### config.mk
export PLATFORM = sky130hd
export DESIGN_NAME = stream_pattern_gen
export DESIGN_NICKNAME = d
export VERILOG_FILES = /design/src/rtl/stream_pattern_gen.sv
export SDC_FILE = /design/constraint.sdc
export NUM_CORES = 1
export LEC_CHECK = 0
export CELL_PAD_IN_SITES_DETAIL_PLACEMENT = 0
export CELL_PAD_IN_SITES_GLOBAL_PLACEMENT = 2
export CORE_MARGIN = 1.5
export CORE_UTILIZATION = 33
export CTS_CLUSTER_DIAMETER = 120
export DETAILED_ROUTE_END_ITERATION = 8
export PLACE_DENSITY_LB_ADDON = 0.1
export SYNTH_ARGS = -nofsm -noshare
export SYNTH_HDL_FRONTEND = slang
export SYNTH_SLANG_ARGS = --single-unit
### constraint.sdc
create_clock -name clk -period 9.36 [get_ports clk]
set_input_delay 1.872 -clock clk [delete_from_list [all_inputs] [get_ports clk]]
set_output_delay 1.872 -clock clk [all_outputs]
set_load 0.03 [all_outputs]
### src/rtl/stream_pattern_gen.sv
// Counting-pattern stream generator with an optional read-stream checker.
// Define STREAM_CHECK_EN to include the checker; otherwise rd_ready and err_cnt are tied to 0.
module stream_pattern_gen #(
   parameter int CONFIG_LEN    = 2,
   parameter int CONFIG_SEED   = 3,
   parameter int CONFIG_AWIDTH = 5,
   parameter int CONFIG_DWIDTH = 32,
   parameter int STREAM_WIDTH  = 32
) (
   input  logic                     clk,
   input  logic                     rst,
   input  logic [CONFIG_AWIDTH-1:0] cfg_addr,
   input  logic [CONFIG_DWIDTH-1:0] cfg_data,
   input  logic                     cfg_valid,
   output logic [STREAM_WIDTH-1:0]  wr_data,
   output logic                     wr_valid,
   input  logic                     wr_ready,
   input  logic [STREAM_WIDTH-1:0]  rd_data,
   input  logic                     rd_valid,
   output logic                     rd_ready,
   output logic                     busy,
   output logic [31:0]              sent_cnt,
   output logic [31:0]              err_cnt
);

   typedef enum logic {IDLE, RUN} state_t;

   state_t                   state_q;
   logic [CONFIG_DWIDTH-1:0] len_q;
   logic [CONFIG_DWIDTH-1:0] remaining_q;
   logic [STREAM_WIDTH-1:0]  data_q;
   logic                     wr_valid_q;
   logic [31:0]              sent_cnt_q;

   logic len_wr;
   logic seed_wr;
   logic start;
   logic beat;

   assign len_wr  = cfg_valid && (cfg_addr == CONFIG_AWIDTH'(CONFIG_LEN));
   assign seed_wr = cfg_valid && (cfg_addr == CONFIG_AWIDTH'(CONFIG_SEED));
   // A seed write only launches a run from IDLE with a non-zero length.
   assign start   = (state_q == IDLE) && seed_wr && (len_q != '0);
   assign beat    = wr_valid_q && wr_ready;

   // NOTE: state registers use non-blocking assignments so every register
   // samples the pre-edge values of the others, independent of statement order.
   always_ff @(posedge clk or posedge rst) begin
      if (rst) begin
         state_q     <= IDLE;
         len_q       <= '0;
         remaining_q <= '0;
         data_q      <= '0;
         wr_valid_q  <= 1'b0;
         sent_cnt_q  <= '0;
      end else begin
         if (len_wr) len_q <= cfg_data;
         case (state_q)
            IDLE: begin
               if (start) begin
                  state_q     <= RUN;
                  wr_valid_q  <= 1'b1;
                  data_q      <= cfg_data[STREAM_WIDTH-1:0];
                  remaining_q <= len_q;
                  sent_cnt_q  <= '0;
               end
            end
            RUN: begin
               if (beat) begin
                  data_q      <= data_q + 1'b1;
                  remaining_q <= remaining_q - 1'b1;
                  sent_cnt_q  <= sent_cnt_q + 32'd1;
                  if (remaining_q == CONFIG_DWIDTH'(1)) begin
                     state_q    <= IDLE;
                     wr_valid_q <= 1'b0;
                  end
               end
            end
            default: state_q <= IDLE;
         endcase
      end
   end

   assign wr_data  = data_q;
   assign wr_valid = wr_valid_q;
   assign busy     = (state_q == RUN);
   assign sent_cnt = sent_cnt_q;

`ifdef STREAM_CHECK_EN
   logic [STREAM_WIDTH-1:0] expected_q;
   logic [31:0]             err_cnt_q;

   always_ff @(posedge clk or posedge rst) begin
      if (rst) begin
         expected_q <= '0;
         err_cnt_q  <= '0;
      end else begin
         if (start) expected_q <= cfg_data[STREAM_WIDTH-1:0];
         else if (rd_valid) expected_q <= expected_q + 1'b1;
         // Error count sticks at all-ones rather than wrapping back to zero.
         if (rd_valid && (rd_data != expected_q) && (err_cnt_q != '1))
            err_cnt_q <= err_cnt_q + 32'd1;
      end
   end

   assign rd_ready = 1'b1;
   assign err_cnt  = err_cnt_q;
`else
   logic unused_rd;
   assign unused_rd = ^{rd_data, rd_valid};
   assign rd_ready  = 1'b0;
   assign err_cnt   = '0;
`endif

endmodule
==> results of run 1 <==
## layout make-up
class                      count  area, sq um  area share, %
timing repair buffer         116         1140           12.3
clock buffer                  22          464           5.04
inverter                      21         81.3          0.882
sequential                   130         3250           35.3
clock inverter                10          133           1.44
tap                          280          350           3.80
multi-input combinational    579         3800           41.2
## power by group
part / internal (W) / leakage [nW] / switching [W]
clock network: 0.000431 / 0.286 / 0.000255
logic: 0.000407 / 1.77 / 0.000529
registers: 0.000738 / 1.61 / 0.000262
total: 0.00158 / 3.67 / 0.00105
## worst reg2reg max path, stage by stage, from the launching register on
cell and delay, ns:
dfrtp_1 0.39, nor4_1 0.48, nand4_1 0.33, o21ai_4 0.90, buf_4 0.46, nand2_1 0.53
o221a_2 0.44
## layer usage
layer	part of all wire, %	global-route usage, %
met5	0	0
met4	1.4	6.54
met3	4.5	3.66
met2	45	30.1
met1	49	28.6
## sequential cells by signal, indices dropped and copies added (netlist names)
signal       cells
busy             1
remaining_q     32
wr_valid         1
len_q           32
wr_data         32
sent_cnt        32
## path summary, 6_finish.rpt
check / cells after the start / slack, ns / endpoint / startpoint
worst max-delay path: 7 / 5.03 / sent_cnt[29] / wr_ready
max in group asynchronous: 3 / 5.92 / busy / rst
worst max register to register: 6 / 5.72 / remaining_q[9] / len_q[5]
min in group asynchronous: 2 / 1.95 / remaining_q[2] / rst
worst min register to register: 1 / 0.50 / sent_cnt[29] / sent_cnt[29]
worst min-delay path: 1 / 0.50 / sent_cnt[29] / sent_cnt[29]
## cell usage after synthesis, drive strengths merged, types with 3 or more instances
cell and n:
and2 5, o311ai 4, o2bb2a 6, o221a 4, nor4 28, o211ai 3
nor2 66, inv 21, nand2 49, and4 9, mux2i 15, xor2 6
a221oi 6, and3 10, a211oi 6, ha 4, a21oi 30, or3 12
nand4 27, clkbuf 32, o22ai 11, a31o 5, a221o 12, mux2 33
dfrtp 130, a31oi 12, or4 12, a2bb2oi 5, o21ai 28, nand3 30
o31ai 3, o41ai 3, xnor2 17, a22oi 11, o22a 11, nor3 33
buf 46, a41oi 3
## cell families (layout without fill, tap and decap cells)
kind of cell	after synthesis	count (layout)	share of synthesized area (%)
xor gates and xnor gates	23	23	2.70
DFF	130	130	43.7
buffers and inverters	99	169	7.21
muxes	48	48	7.00
and+or+nand+nor	293	293	21.2
AOI/OAI and AO/OA	178	178	17.5
adders and majority gates	4	4	0.672
other	1	33	0.0503
## stage by stage
stage / area, sq um / setup WS [ns] / power [W] / hold slack (ns) / instances
2_1_floorplan: 7570 / 4.02 / 0.00159 / 0.473 / 808
3_3_place_gp: 8620 / 4.62 / 0.00191 / 0.479 / 1126
3_5_place_dp: 8620 / 4.61 / 0.00194 / 0.498 / 1126
4_1_cts: 9220 / 5.04 / 0.00263 / 0.505 / 1158
5_1_grt: 9220 / 4.78 / 0.00278 / 0.530 / 1158
6_report: 9220 / 5.03 / 0.00262 / 0.503 / 1158
==> qor.txt, run 1 <==
max incr delay on CP: 0.76 ns
Seq/Total Area, Yosys: 43.7%
peak supply drop: 0.000162 V
commonest non-fill, non-tap cell in the layout: dfrtp_1
first-pass GRT wire length: 36.6 mm
Total Wirelength: 22.9 mm
RSZ-0062 raised after global routing: no
Synth cell types: 74
clk root buf: clkbuf_16
die area: 23500 sq um
clock-pin slew of the registers on the worst-case setup and hold paths: 0.06 ns
Placer Congestion: 0.796
Final #Nets: 943
detailed-route via count: 6560
Max-cap violations: 0
period utilization: 46.3%
top_reg_cell synth: dfrtp_1
Synth Instances: 776
Die Span X: 153 um
Avg Synthesized Cell Area: 9.60 sq um
TritonCTS clock tree: yes
initial antenna violation count: 0
CP Launch Type: input port
cts bufs inserted: 17
# resized after CTS: 0
Cell Rows: 54
Setup CP Type: input port to flip-flop
Post-CTS Setup Inserts: 0
async set-reset flop share out of synthesis: 100%
violated checks: DRC
critical-path cell list: clkdlybuf4s50_1, and3_1, buf_4, nand3_1, nor3_1, nand4_1, mux2i_1
fmax: 231 MHz
Area Growth Syn to Fin: 23.7%
fillcell total: 2135
endpoints failing setup: 0
CTS Hold Bufs: 0
Final Max Slew Viols: 0
most frequent cells in the layout: dfrtp_1, clkdlybuf4s50_1, nor2_1
htree depth: 4
gr ovfl total: 0
Vias/cell: 5.66
# IOs: 173
Fin Setup TNS: 0 ns
CP max FO: 35
CP Buf/Inv Count: 2
pin count of the biggest net entering global routing: 74
CP Data Arrival Time: 4.64 ns
worst path required time: 9.67 ns
clock buffer depth: 2
latest clock arrival within the worst-skew pair: 0.43 ns
Fin. Hold Viols: 0
leakage power: 3.67 nW
remaining antenna violation count: 0
layout cells sized above 1: 11.7%
share of the synthesized area in the top cell type: 43.7%
end-of-flow core utilization: 42.0%
Post-synth EDFFs: 0
aggregate global-route resource usage: 19.9%
min cycle time layout: 4.33 ns
CP max-delay cell: nor3_1
DRC: 7
Hold Crit Class: flip-flop to flip-flop
vias in the first global route: 6291
Slew headroom: 30.9%
# port buffers: 106
CP delay by family, top: simple AND/OR/NAND/NOR gates
area leader, netlist: dfrtp_1
warnings from Yosys: 0
DR WL/cell: 19.8 um
ant diodes: 0
power density cells: 284 nW/um^2
chip height: 153 um
CTS Sinks: 130
status: complete, but fails checks
Mapped Area: 7450 sq um
Area contributors post-synth: dfrtp_1, mux2_2, buf_4
starting density of the core: 33.9%
DRT iter0 DRCs: 505
Max Clock Skew: 0.0112 ns
CP Capture Type: flip-flop
DP Wirelength: 14.9 mm
Yosys reg bits: 130
First-pass DRT Iterations: 7
core area: 22000 sq um
Worst-Margin Slew: 1.03 ns
No activity file was read; power rests on OpenSTA's default activity.
==> run 2, diff against run 1 <==
Settings changed: CORE_UTILIZATION 33 to 31.
Clock period 9.36 ns to 4.4 ns, I/O delays scaled along.
==> run 2 against run 1 <==
Net effect:
- sequential share of layout area shrank 0.61 points
- the flow now finishes without violations
- cell count increased by 3.9%
- final area increased by 1.8%
- largest power group unchanged
- combinational power increased by 110%
- critical endpoint unchanged
- total power increased by 120%
- non-clock buffer count grew 7
- global-route usage is 0.57 points lower
- clock power increased by 130%
- register-to-register slack got worse by 4.0 ns
- count of clock-buffer cells in the layout shrank 2
- utilization decreased by 2.1 points
==> qor.txt, run 2 (synthesis results as in run 1) <==
Fin. Hold Viols: 0
aggregate global-route resource usage: 19.3%
Total Wirelength: 23.5 mm
Max Clock Skew: 0.00824 ns
cts bufs inserted: 17
CTS Sinks: 130
Final #Nets: 950
detailed-route via count: 6636
Post-CTS Setup Inserts: 0
worst path required time: 4.70 ns
final worst slack: 1.64 ns
CP max-delay cell: nor3_1
Fin Setup TNS: 0 ns
clock-pin slew of the registers on the worst-case setup and hold paths: 0.06 ns
# IOs: 173
RSZ-0062 raised after global routing: no
pin count of the biggest net entering global routing: 82
Final Max Slew Viols: 0
Area Growth Syn to Fin: 25.9%
latest clock arrival within the worst-skew pair: 0.42 ns
peak supply drop: 0.000307 V
CP max FO: 10
# resized after CTS: 0
DP Wirelength: 15.8 mm
# port buffers: 106
DR WL/cell: 19.5 um
chip height: 158 um
Setup CP Type: input port to flip-flop
core area: 23500 sq um
CTS Hold Bufs: 0
period utilization: 62.8%
layout cells sized above 1: 12.4%
dpl cells: 1172
ant diodes: 0
Final Power: 0.00570 W
max incr delay on CP: 0.60 ns
min cycle time layout: 2.76 ns
most frequent cells in the layout: dfrtp_1, clkdlybuf4s50_1, nor2_1
Placer Congestion: 0.797
First-pass DRT Iterations: 5
Slew headroom: 37.7%
Hold Crit Class: flip-flop to flip-flop
commonest non-fill, non-tap cell in the layout: dfrtp_1
clock buffer depth: 2
htree depth: 4
first-pass GRT wire length: 36.8 mm
CP delay by family, top: simple AND/OR/NAND/NOR gates
CP Launch Type: input port
post-route insts no fill: 1203
Die Span X: 158 um
gr ovfl total: 0
Vias/cell: 5.52
leakage power: 3.73 nW
DRT iter0 DRCs: 445
TritonCTS clock tree: yes
power density cells: 608 nW/um^2
CP Buf/Inv Count: 2
fmax: 362 MHz
endpoints failing setup: 0
remaining antenna violation count: 0
setup slack at placement: 1.16 ns
DRC: 0
Worst-Margin Slew: 0.935 ns
Cell Rows: 56
CP Capture Type: flip-flop
vias in the first global route: 6385
Max-cap violations: 0
die area: 25000 sq um
CP Data Arrival Time: 3.06 ns
status: finished clean
clk root buf: clkbuf_16
starting density of the core: 31.6%
initial antenna violation count: 0
critical-path cell list: clkdlybuf4s50_1, and3_1, nand3_1, buf_4, nor3_1, nand4_1, mux2i_1
==> run 2: cell types whose count changed in the layout (fill, tap and decap cells not counted), sizes merged <==
cell / change
buf: +7
bufinv: +2
clkbuf: -2
clkinvlp: -1
==> run 2: per-layer routing <==
layer	vias to the layer above	GRT usage [%]	part of all wire, %
met1	3340	27.5	48
met3	29	3.67	4.4
met2	202	29.4	45
li1	3065	-	-
met4	0	6.41	1.7
met5	-	0	0
==> run 2: cell type report <==
class                   count  area, sq um
flip-flops and latches    130         3250
clock inverters            11          185
clock buffers              20          447
repair buffers            123         1210
inverters                  21         81.3
well taps                 319          399
fillers                  2388        14200
multi-input cells         579         3800
==> run 2: final timing paths <==
path | slack, ns | cells after the start | endpoint | start
max in group asynchronous | 2.65 | 3 | remaining_q[20] | rst
hold / removal | 0.53 | 1 | len_q[4] | len_q[4]
hold reg to reg | 0.53 | 1 | len_q[4] | len_q[4]
min in group asynchronous | 0.96 | 2 | remaining_q[2] | rst
setup / recovery | 1.64 | 7 | sent_cnt[29] | wr_ready
setup reg to reg | 1.72 | 6 | wr_data[26] | wr_data[0]
==> run 2: per-stage QoR <==
| stage | util, % | cell area (sq um) | hold slack (ns) |
|---|---|---|---|
| after floorplan | - | 7570 | 0.473 |
| after global placement | 37.1 | 8750 | 0.510 |
| after detailed placement | 37.1 | 8750 | 0.522 |
| after CTS | 39.8 | 9380 | 0.536 |
| after global routing | 39.8 | 9380 | 0.554 |
| final | 39.8 | 9380 | 0.535 |
==> run 2: report_power, final <==
part	leakage, nW	switching [W]	total (W)	internal (W)
combinational	1.82	0.00113	0.00200	0.000874
sequential	1.61	0.000564	0.00213	0.00157
clock	0.306	0.000547	0.00156	0.00101
